==> src/rtl/mps_xintf_pkg.sv <==
`timescale 1ns/1ps
// mps_xintf_pkg
// Shared definitions for the MPS Core XINTF DPBRAM blocks: default bus
// widths and the state encodings of the TX (Zynq->DSP) and RX (DSP->Zynq)
// mirror state machines.
package mps_xintf_pkg;

  localparam int DATA_W_DEF = 16;
  localparam int ADDR_W_DEF = 9;

  typedef enum logic [2:0] {
    W_IDLE,
    W_SNAP,
    W_WRITE,
    W_HS,
    W_DONE
  } tx_state_t;

  typedef enum logic [1:0] {
    R_IDLE,
    R_WAIT,
    R_READ,
    R_COMMIT
  } rx_state_t;

endpackage

==> src/rtl/xintf_rd_pipe.sv <==
`timescale 1ns/1ps
// xintf_rd_pipe
// LAT-deep delay line carrying {valid, index} alongside a DPBRAM read so
// that the returning data word can be written into its shadow slot.
// Ports:
//   clk, rst_n         clock, asynchronous active-low reset
//   in_valid, in_idx   read issued this cycle and its word index
//   out_valid, out_idx same pair delayed by LAT clocks
module xintf_rd_pipe #(
  parameter int LAT   = 1,
  parameter int IDX_W = 6
) (
  input  logic             clk,
  input  logic             rst_n,
  input  logic             in_valid,
  input  logic [IDX_W-1:0] in_idx,
  output logic             out_valid,
  output logic [IDX_W-1:0] out_idx
);

  logic [LAT-1:0]   valid_sr;
  logic [IDX_W-1:0] idx_sr [LAT];

  for (genvar gi = 0; gi < LAT; gi++) begin : g_stage
    logic             v_in;
    logic [IDX_W-1:0] i_in;

    if (gi == 0) begin : g_head
      assign v_in = in_valid;
      assign i_in = in_idx;
    end else begin : g_tail
      assign v_in = valid_sr[gi-1];
      assign i_in = idx_sr[gi-1];
    end

    always_ff @(posedge clk or negedge rst_n) begin
      if (!rst_n) begin
        valid_sr[gi] <= 1'b0;
        idx_sr[gi]   <= '0;
      end else begin
        valid_sr[gi] <= v_in;
        idx_sr[gi]   <= i_in;
      end
    end
  end

  assign out_valid = valid_sr[LAT-1];
  assign out_idx   = idx_sr[LAT-1];

endmodule

==> src/rtl/xintf_dpbram_mirror.sv <==
`timescale 1ns/1ps
// xintf_dpbram_mirror
// Table-driven Zynq<->DSP XINTF DPBRAM mirror engine.
//   TX: snapshot i_tx_data, stream N_TX words to the Z->D DPBRAM from
//       TX_BASE, then hold o_w_valid until the DSP answers with i_w_ready.
//   RX: wait for i_r_valid, burst-read N_RX words from RX_BASE into a
//       shadow buffer, then commit the whole buffer to o_rx_data at once.
// Ports:
//   i_clk, i_rst                 clock, asynchronous active-low reset
//   i_enable                     run TX/RX passes continuously
//   i_tx_data, o_tx_snap         TX parameter vector, latch pulse
//   o_z_to_d_addr/din/ce         Z->D DPBRAM write port
//   o_w_valid, i_w_ready         TX block handshake
//   i_r_valid                    DSP has published the RX block
//   i_d_to_z_dout, o_d_to_z_addr/ce  D->Z DPBRAM read port
//   o_rx_data, o_rx_update       committed RX words, commit pulse
//   o_tx_cnt, o_rx_cnt           completed pass counters (wrapping)
module xintf_dpbram_mirror
  import mps_xintf_pkg::*;
#(
  parameter int DATA_W  = DATA_W_DEF,
  parameter int ADDR_W  = ADDR_W_DEF,
  parameter int N_TX    = 40,
  parameter int TX_BASE = 8,
  parameter int N_RX    = 48,
  parameter int RX_BASE = 128,
  parameter int RD_LAT  = 1
) (
  input  logic                   i_clk,
  input  logic                   i_rst,
  input  logic                   i_enable,
  input  logic [N_TX*DATA_W-1:0] i_tx_data,
  output logic                   o_tx_snap,
  output logic [ADDR_W-1:0]      o_z_to_d_addr,
  output logic [DATA_W-1:0]      o_z_to_d_din,
  output logic                   o_z_to_d_ce,
  output logic                   o_w_valid,
  input  logic                   i_w_ready,
  input  logic                   i_r_valid,
  input  logic [DATA_W-1:0]      i_d_to_z_dout,
  output logic [ADDR_W-1:0]      o_d_to_z_addr,
  output logic                   o_d_to_z_ce,
  output logic [N_RX*DATA_W-1:0] o_rx_data,
  output logic                   o_rx_update,
  output logic [15:0]            o_tx_cnt,
  output logic [15:0]            o_rx_cnt
);

  localparam int TX_IDX_W = $clog2(N_TX + 1);
  localparam int RX_IDX_W = $clog2(N_RX + RD_LAT + 1);
  localparam logic [TX_IDX_W-1:0] TX_LAST       = TX_IDX_W'(N_TX - 1);
  localparam logic [RX_IDX_W-1:0] RX_LAST_ISSUE = RX_IDX_W'(N_RX - 1);
  localparam logic [RX_IDX_W-1:0] RX_LAST       = RX_IDX_W'(N_RX + RD_LAT - 1);
  localparam logic [ADDR_W-1:0]   TX_BASE_A     = ADDR_W'(TX_BASE);
  localparam logic [ADDR_W-1:0]   RX_BASE_A     = ADDR_W'(RX_BASE);

  // Window bounds: address arithmetic is ADDR_W bits and must never wrap.
  if (N_TX < 1 || TX_BASE + N_TX > (1 << ADDR_W)) begin : g_bad_tx
    $error("xintf_dpbram_mirror: TX window out of DPBRAM range");
  end
  if (N_RX < 1 || RX_BASE + N_RX > (1 << ADDR_W)) begin : g_bad_rx
    $error("xintf_dpbram_mirror: RX window out of DPBRAM range");
  end
  if (RD_LAT < 1 || RD_LAT > 4) begin : g_bad_lat
    $error("xintf_dpbram_mirror: RD_LAT must be 1..4");
  end

  // ---------------- TX path ----------------
  tx_state_t             tx_state_reg;
  logic [TX_IDX_W-1:0]   tx_idx_reg;
  logic [TX_IDX_W-1:0]   tx_idx_next;
  logic [DATA_W-1:0]     snap_mem [N_TX];
  logic [15:0]           tx_cnt_reg;

  assign tx_idx_next = tx_idx_reg + 1'b1;
  assign o_tx_cnt    = tx_cnt_reg;

  always_ff @(posedge i_clk or negedge i_rst) begin
    if (!i_rst) begin
      tx_state_reg  <= W_IDLE;
      tx_idx_reg    <= '0;
      tx_cnt_reg    <= '0;
      o_tx_snap     <= 1'b0;
      o_z_to_d_addr <= '0;
      o_z_to_d_din  <= '0;
      o_z_to_d_ce   <= 1'b0;
      o_w_valid     <= 1'b0;
      for (int k = 0; k < N_TX; k++) snap_mem[k] <= '0;
    end else begin
      case (tx_state_reg)
        W_IDLE: begin
          if (i_enable) begin
            o_tx_snap    <= 1'b1;
            tx_state_reg <= W_SNAP;
          end
        end
        W_SNAP: begin
          // Word 0 comes straight from the input so the first write
          // lands on the cycle right after the snapshot.
          for (int k = 0; k < N_TX; k++) snap_mem[k] <= i_tx_data[k*DATA_W +: DATA_W];
          o_tx_snap     <= 1'b0;
          o_z_to_d_ce   <= 1'b1;
          o_z_to_d_addr <= TX_BASE_A;
          o_z_to_d_din  <= i_tx_data[DATA_W-1:0];
          tx_idx_reg    <= '0;
          tx_state_reg  <= W_WRITE;
        end
        W_WRITE: begin
          if (tx_idx_reg == TX_LAST) begin
            o_z_to_d_ce   <= 1'b0;
            o_z_to_d_addr <= '0;
            o_w_valid     <= 1'b1;
            tx_state_reg  <= W_HS;
          end else begin
            tx_idx_reg    <= tx_idx_next;
            o_z_to_d_addr <= TX_BASE_A + ADDR_W'(tx_idx_next);
            o_z_to_d_din  <= snap_mem[tx_idx_next];
          end
        end
        W_HS: begin
          if (i_w_ready) begin
            o_w_valid    <= 1'b0;
            tx_cnt_reg   <= tx_cnt_reg + 16'd1;
            tx_state_reg <= W_DONE;
          end
        end
        default: tx_state_reg <= W_IDLE;   // W_DONE
      endcase
    end
  end

  // ---------------- RX path ----------------
  rx_state_t             rx_state_reg;
  logic [RX_IDX_W-1:0]   rx_idx_reg;
  logic [DATA_W-1:0]     shadow_mem [N_RX];
  logic                  rd_issue;
  logic                  pipe_valid;
  logic [RX_IDX_W-1:0]   pipe_idx;

  // Only the first N_RX cycles of R_READ issue reads; the trailing RD_LAT
  // cycles just drain the DPBRAM pipeline.
  assign rd_issue = (rx_state_reg == R_READ) && (rx_idx_reg <= RX_LAST_ISSUE);

  xintf_rd_pipe #(
    .LAT   (RD_LAT),
    .IDX_W (RX_IDX_W)
  ) u_rd_pipe (
    .clk       (i_clk),
    .rst_n     (i_rst),
    .in_valid  (rd_issue),
    .in_idx    (rx_idx_reg),
    .out_valid (pipe_valid),
    .out_idx   (pipe_idx)
  );

  always_ff @(posedge i_clk or negedge i_rst) begin
    if (!i_rst) begin
      for (int k = 0; k < N_RX; k++) shadow_mem[k] <= '0;
    end else if (pipe_valid) begin
      shadow_mem[pipe_idx] <= i_d_to_z_dout;
    end
  end

  always_ff @(posedge i_clk or negedge i_rst) begin
    if (!i_rst) begin
      rx_state_reg  <= R_IDLE;
      rx_idx_reg    <= '0;
      o_d_to_z_addr <= '0;
      o_d_to_z_ce   <= 1'b0;
      o_rx_data     <= '0;
      o_rx_update   <= 1'b0;
      o_rx_cnt      <= '0;
    end else begin
      o_rx_update <= 1'b0;
      case (rx_state_reg)
        R_IDLE: begin
          if (i_enable) begin
            o_d_to_z_ce   <= 1'b1;
            o_d_to_z_addr <= RX_BASE_A;
            rx_state_reg  <= R_WAIT;
          end
        end
        R_WAIT: begin
          if (i_r_valid) begin
            rx_idx_reg   <= '0;
            rx_state_reg <= R_READ;
          end
        end
        R_READ: begin
          rx_idx_reg <= rx_idx_reg + 1'b1;
          if (rx_idx_reg < RX_LAST_ISSUE)
            o_d_to_z_addr <= RX_BASE_A + ADDR_W'(rx_idx_reg + 1'b1);
          if (rx_idx_reg == RX_LAST) begin
            o_d_to_z_ce  <= 1'b0;
            rx_state_reg <= R_COMMIT;
          end
        end
        default: begin                      // R_COMMIT
          for (int k = 0; k < N_RX; k++) o_rx_data[k*DATA_W +: DATA_W] <= shadow_mem[k];
          o_rx_update  <= 1'b1;
          o_rx_cnt     <= o_rx_cnt + 16'd1;
          rx_state_reg <= R_IDLE;
        end
      endcase
    end
  end

endmodule
==> config.mk <==
export PLATFORM = sky130hd
export DESIGN_NAME = xintf_dpbram_mirror
export DESIGN_NICKNAME = d
export VERILOG_FILES = /design/src/rtl/mps_xintf_pkg.sv /design/src/rtl/xintf_rd_pipe.sv /design/src/rtl/xintf_dpbram_mirror.sv
export SDC_FILE = /design/constraint.sdc
export NUM_CORES = 2
export LEC_CHECK = 0
export CAP_MARGIN = 10
export CORE_UTILIZATION = 25
export CTS_CLUSTER_SIZE = 16
export DETAILED_ROUTE_END_ITERATION = 10
export DONT_BUFFER_PORTS = 1
export GPL_ROUTABILITY_DRIVEN = 1
export PLACE_DENSITY_LB_ADDON = 0.2
export SLEW_MARGIN = 25
export SYNTH_ARGS = -nofsm -noshare
export SYNTH_HDL_FRONTEND = slang
export SYNTH_SLANG_ARGS = --single-unit
==> constraint.sdc <==
create_clock -name i_clk -period 5.2 [get_ports i_clk]
set_clock_uncertainty 0.1 [all_clocks]
set_input_delay 0.52 -clock i_clk [delete_from_list [all_inputs] [get_ports i_clk]]
set_output_delay 0.52 -clock i_clk [all_outputs]
set_load 0.03 [all_outputs]
==> results.py <==
metrics = {
    "synthesis": {
        "synth_ff_type": "dfrtp_1",
        "async_reset_ff_share_pct": 100,
        "netlist_area_mm2": 0.0905,
        "syn_avg_cell_area_um2": 13.1,
        "yosys_warnings": 0,
        "synth-seq-cells": 2268,
        "ys_seq_area_share_pct": 62.7,
        "syn_inst": 6926,
        "synthDistinctLibCells": 66,
        "synth_enable_flop_cells": 0,
    },
    "floorplanning": {
        "fp.dieW_um": 604,
        "fp.dieArea_mm2": 0.364,
        "io_pins": 1500,
        "rows": 220,
        "initial_core_util_pct": 25.2,
        "coreArea_mm2": 0.359,
        "die_y_um": 604,
    },
    "sta": {
        "worstMarginPinSlew_ns": 1.09,
        "setup_violations": 0,
        "timing.fmax_mhz": 259,
        "fin_setup_tns_ns": 0,
        "rsz0062_at_grt": "no",
        "slew_headroom_pct": 27.3,
        "drv_slew": 0,
        "setup_slack_ns": 1.34,
        "finalHoldViolations": 0,
        "finalCritPeriodShare_pct": 74.3,
        "fin_crit_ns": 3.86,
        "hold_slack_ns": 0.0586,
    },
    "place": {
        "dp.final_hpwl_um": 258000,
        "portBuffers": 0,
        "gp_congestion": 0.923,
        "post-place-ws_ns": 1.37,
    },
    "global_route": {
        "antenna_found_initial": 143,
        "grt_pass1_wl_um": 504000,
        "grt_pass1_vias": 60500,
        "grt_max_degree": 212,
        "grtUsageTotal_pct": 19.5,
        "grt-ovfl-total": 0,
    },
    "finish": {
        "fin_util_pct": 31.1,
        "top_regs": "o_rx_data (768), shadow_mem (768), snap_mem (640)",
        "synthToLayoutAreaGrowth_pct": 23.7,
        "multi_input_comb_area_mm2": 0.0318,
        "drive_above_1_share_pct": 29.7,
        "nets": 8195,
        "num-fill-cells": 36300,
        "seqCellArea_mm2": 0.0568,
    },
    "critical_path": {
        "arrival_ns": 4.50,
        "r2r-start": "tx_idx_reg[0]",
        "r2r_slack_ns": 1.34,
        "cp-end-kind": "register",
        "start_kind": "register",
        "required_ns": 5.84,
        "r2r-end": "o_z_to_d_din[6]",
        "worstSetupPathType": "reg2reg",
        "critical_path.max_fanout": 42,
        "worstRegToRegCells": 7,
    },
    "status": {
        "outcome": "complete, no violations",
    },
    "hold_path": {
        "hold_end": "shadow_mem[249]",
        "hold_depth": 2,
        "min_from": "i_d_to_z_dout[9]",
        "hp-class": "in2reg",
    },
    "detailed_routing": {
        "postRouteAntennaNets": 0,
        "route.detailed.drc": 0,
        "wl_per_cell_um": 28.9,
        "drt-total-wl_um": 363000,
        "firstDrtPassIters": 5,
        "post_drt_via_cell_ratio": 4.64,
        "num_vias": 58400,
        "drt-initial-drc-count": 4063,
    },
    "clock_tree": {
        "h-tree-depth": 5,
        "cts_tree": "done",
        "clk_pin_slew_ns": 0.06,
        "insertion_delay_ns": 0.88,
        "numClockSinks": 2268,
        "cts_root_buf": "clkbuf_16",
        "numCtsBuffers": 271,
        "clockBufferDepth": 4,
        "cts_resized": 0,
    },
    "pwr": {
        "powerDensity_mw_per_mm2": 618,
        "leakagePower_nw": 51.3,
        "p_switching_mw": 27.1,
        "p_comb_share_pct": 26.0,
        "ir_worst_vdd_mv": 0.434,
        "pwr-share-seq_pct": 46.3,
        "switching_share_pct": 39.2,
        "power_mw": 69.2,
        "cellInternalPower_mw": 42.0,
        "clockPowerShare_pct": 27.7,
    },
    "run": {
        "maxCapViolCount": 0,
    },
}
## cell usage after synthesis, types with 7 or more instances
| library cell | instances | area share (%) |
|---|---|---|
| nor3_1 | 23 | 0.13 |
| a21oi_1 | 49 | 0.27 |
| xnor2_1 | 24 | 0.23 |
| buf_6 | 7 | 0.087 |
| xor2_1 | 13 | 0.13 |
| mux2i_1 | 17 | 0.19 |
| clkbuf_1 | 335 | 1.4 |
| a31oi_1 | 16 | 0.11 |
| buf_2 | 65 | 0.36 |
| ha_1 | 10 | 0.14 |
| and2_1 | 22 | 0.15 |
| buf_4 | 35 | 0.29 |
| nand4b_1 | 19 | 0.18 |
| o21ai_0 | 43 | 0.24 |
| a211o_1 | 15 | 0.15 |
| dfrtp_1 | 2268 | 63 |
| nand2_1 | 2047 | 8.5 |
| nor2_1 | 53 | 0.22 |
| mux4_2 | 160 | 4.0 |
| a211oi_1 | 15 | 0.12 |
| buf_1 | 13 | 0.054 |
| o211ai_2 | 10 | 0.14 |
| inv_1 | 7 | 0.029 |
| mux2_2 | 1535 | 19 |
| nand3_1 | 35 | 0.19 |
| nand2b_1 | 9 | 0.062 |
| nor2_2 | 10 | 0.069 |
## worst max-delay path, cell delays in order, from the launching register on
cell      delay (ns)
dfrtp_4         0.65
ha_4            0.90
buf_4           0.52
mux4_2          0.38
and2_1          0.17
a211oi_1        0.68
a211o_1         0.20
o211ai_2        0.08
## layout make-up
type	instances	share of cell area (%)
clock inverter	84	0.993
inverter	8	0.0268
multi-input combinational	4197	28.4
timing repair buffer	778	7.33
clock buffer	393	6.97
sequential	2268	50.7
tap	4773	5.34
antenna	69	0.154
## power by group through the flow
stage | clock [mW] | combinational [mW] | sequential [mW]
floorplan | 0 | 12.6 | 28.9
CTS | 19.7 | 18.3 | 32.1
global placement | 0 | 17.2 | 32.3
global route | 20.4 | 19.5 | 32.5
detailed placement | 0 | 17.4 | 32.4
finish | 19.2 | 18.0 | 32.0
## worst max path at each step
stage                             start                to  slack (ns)
final                     tx_idx_reg[0]   o_z_to_d_din[6]        1.34
after global routing      tx_idx_reg[0]   o_z_to_d_din[6]        1.27
after CTS                 tx_idx_reg[0]   o_z_to_d_din[6]        1.34
after detailed placement  tx_idx_reg[0]   o_z_to_d_din[6]        1.37
after global placement    tx_idx_reg[0]   o_z_to_d_din[6]        1.40
after floorplan           tx_idx_reg[1]  o_z_to_d_addr[4]        2.87
## layout by cell type (no fill, tap or decap), types with 16 or more instances in the layout
cell,instances
dfrtp_1,2267
nand2_1,2039
mux2_2,1535
dlygate4sd3_1,644
clkbuf_16,273
mux4_2,160
buf_4,81
diode_2,69
clkbuf_1,68
clkbuf_8,52
a21oi_1,49
nor2_1,46
o21ai_0,43
clkinv_2,37
nand3_1,35
buf_12,31
xnor2_1,23
nor3_1,23
and2_1,21
nand4b_1,19
mux2i_1,17
buf_16,17
a31oi_1,16
## metal layers
metal / wire (µm) / vias up / share of wire [%] / track usage (%)
met5: 346 / - / 0.095 / 0
met4: 16700 / 56 / 4.6 / 7.98
met3: 24700 / 693 / 6.8 / 5.07
met2: 190000 / 1994 / 52 / 35.4
met1: 131000 / 31000 / 36 / 21.4
li1: - / 24700 / - / -
## per-stage QoR
step	instances	area, µm²
6_report	12600	112000
4_1_cts	12500	112000
2_1_floorplan	6928	90500
5_1_grt	12600	112000
3_3_place_gp	11400	95800
3_5_place_dp	11400	95900
## what timing repair did
action	4_1_cts	5_1_grt
setup endpoints to repair	0	0
buffers inserted	0	0
hold endpoints to repair	1500	0
hold buffers	660	0
## kinds of logic (layout without fill, tap and decap cells)
| logic type | Yosys count | in the layout | synth area share [%] |
|---|---|---|---|
| other cells | 1 | 72 | 0.00415 |
| buf+inv | 463 | 1263 | 2.21 |
| fa+ha+maj | 10 | 10 | 0.138 |
| xor+xnor | 38 | 38 | 0.376 |
| compound gates | 179 | 179 | 1.35 |
| simple gates | 2251 | 2251 | 9.84 |
| flops | 2268 | 2268 | 62.7 |
| mux | 1716 | 1716 | 23.3 |
Note: power is estimated with default switching activity, not from simulation.
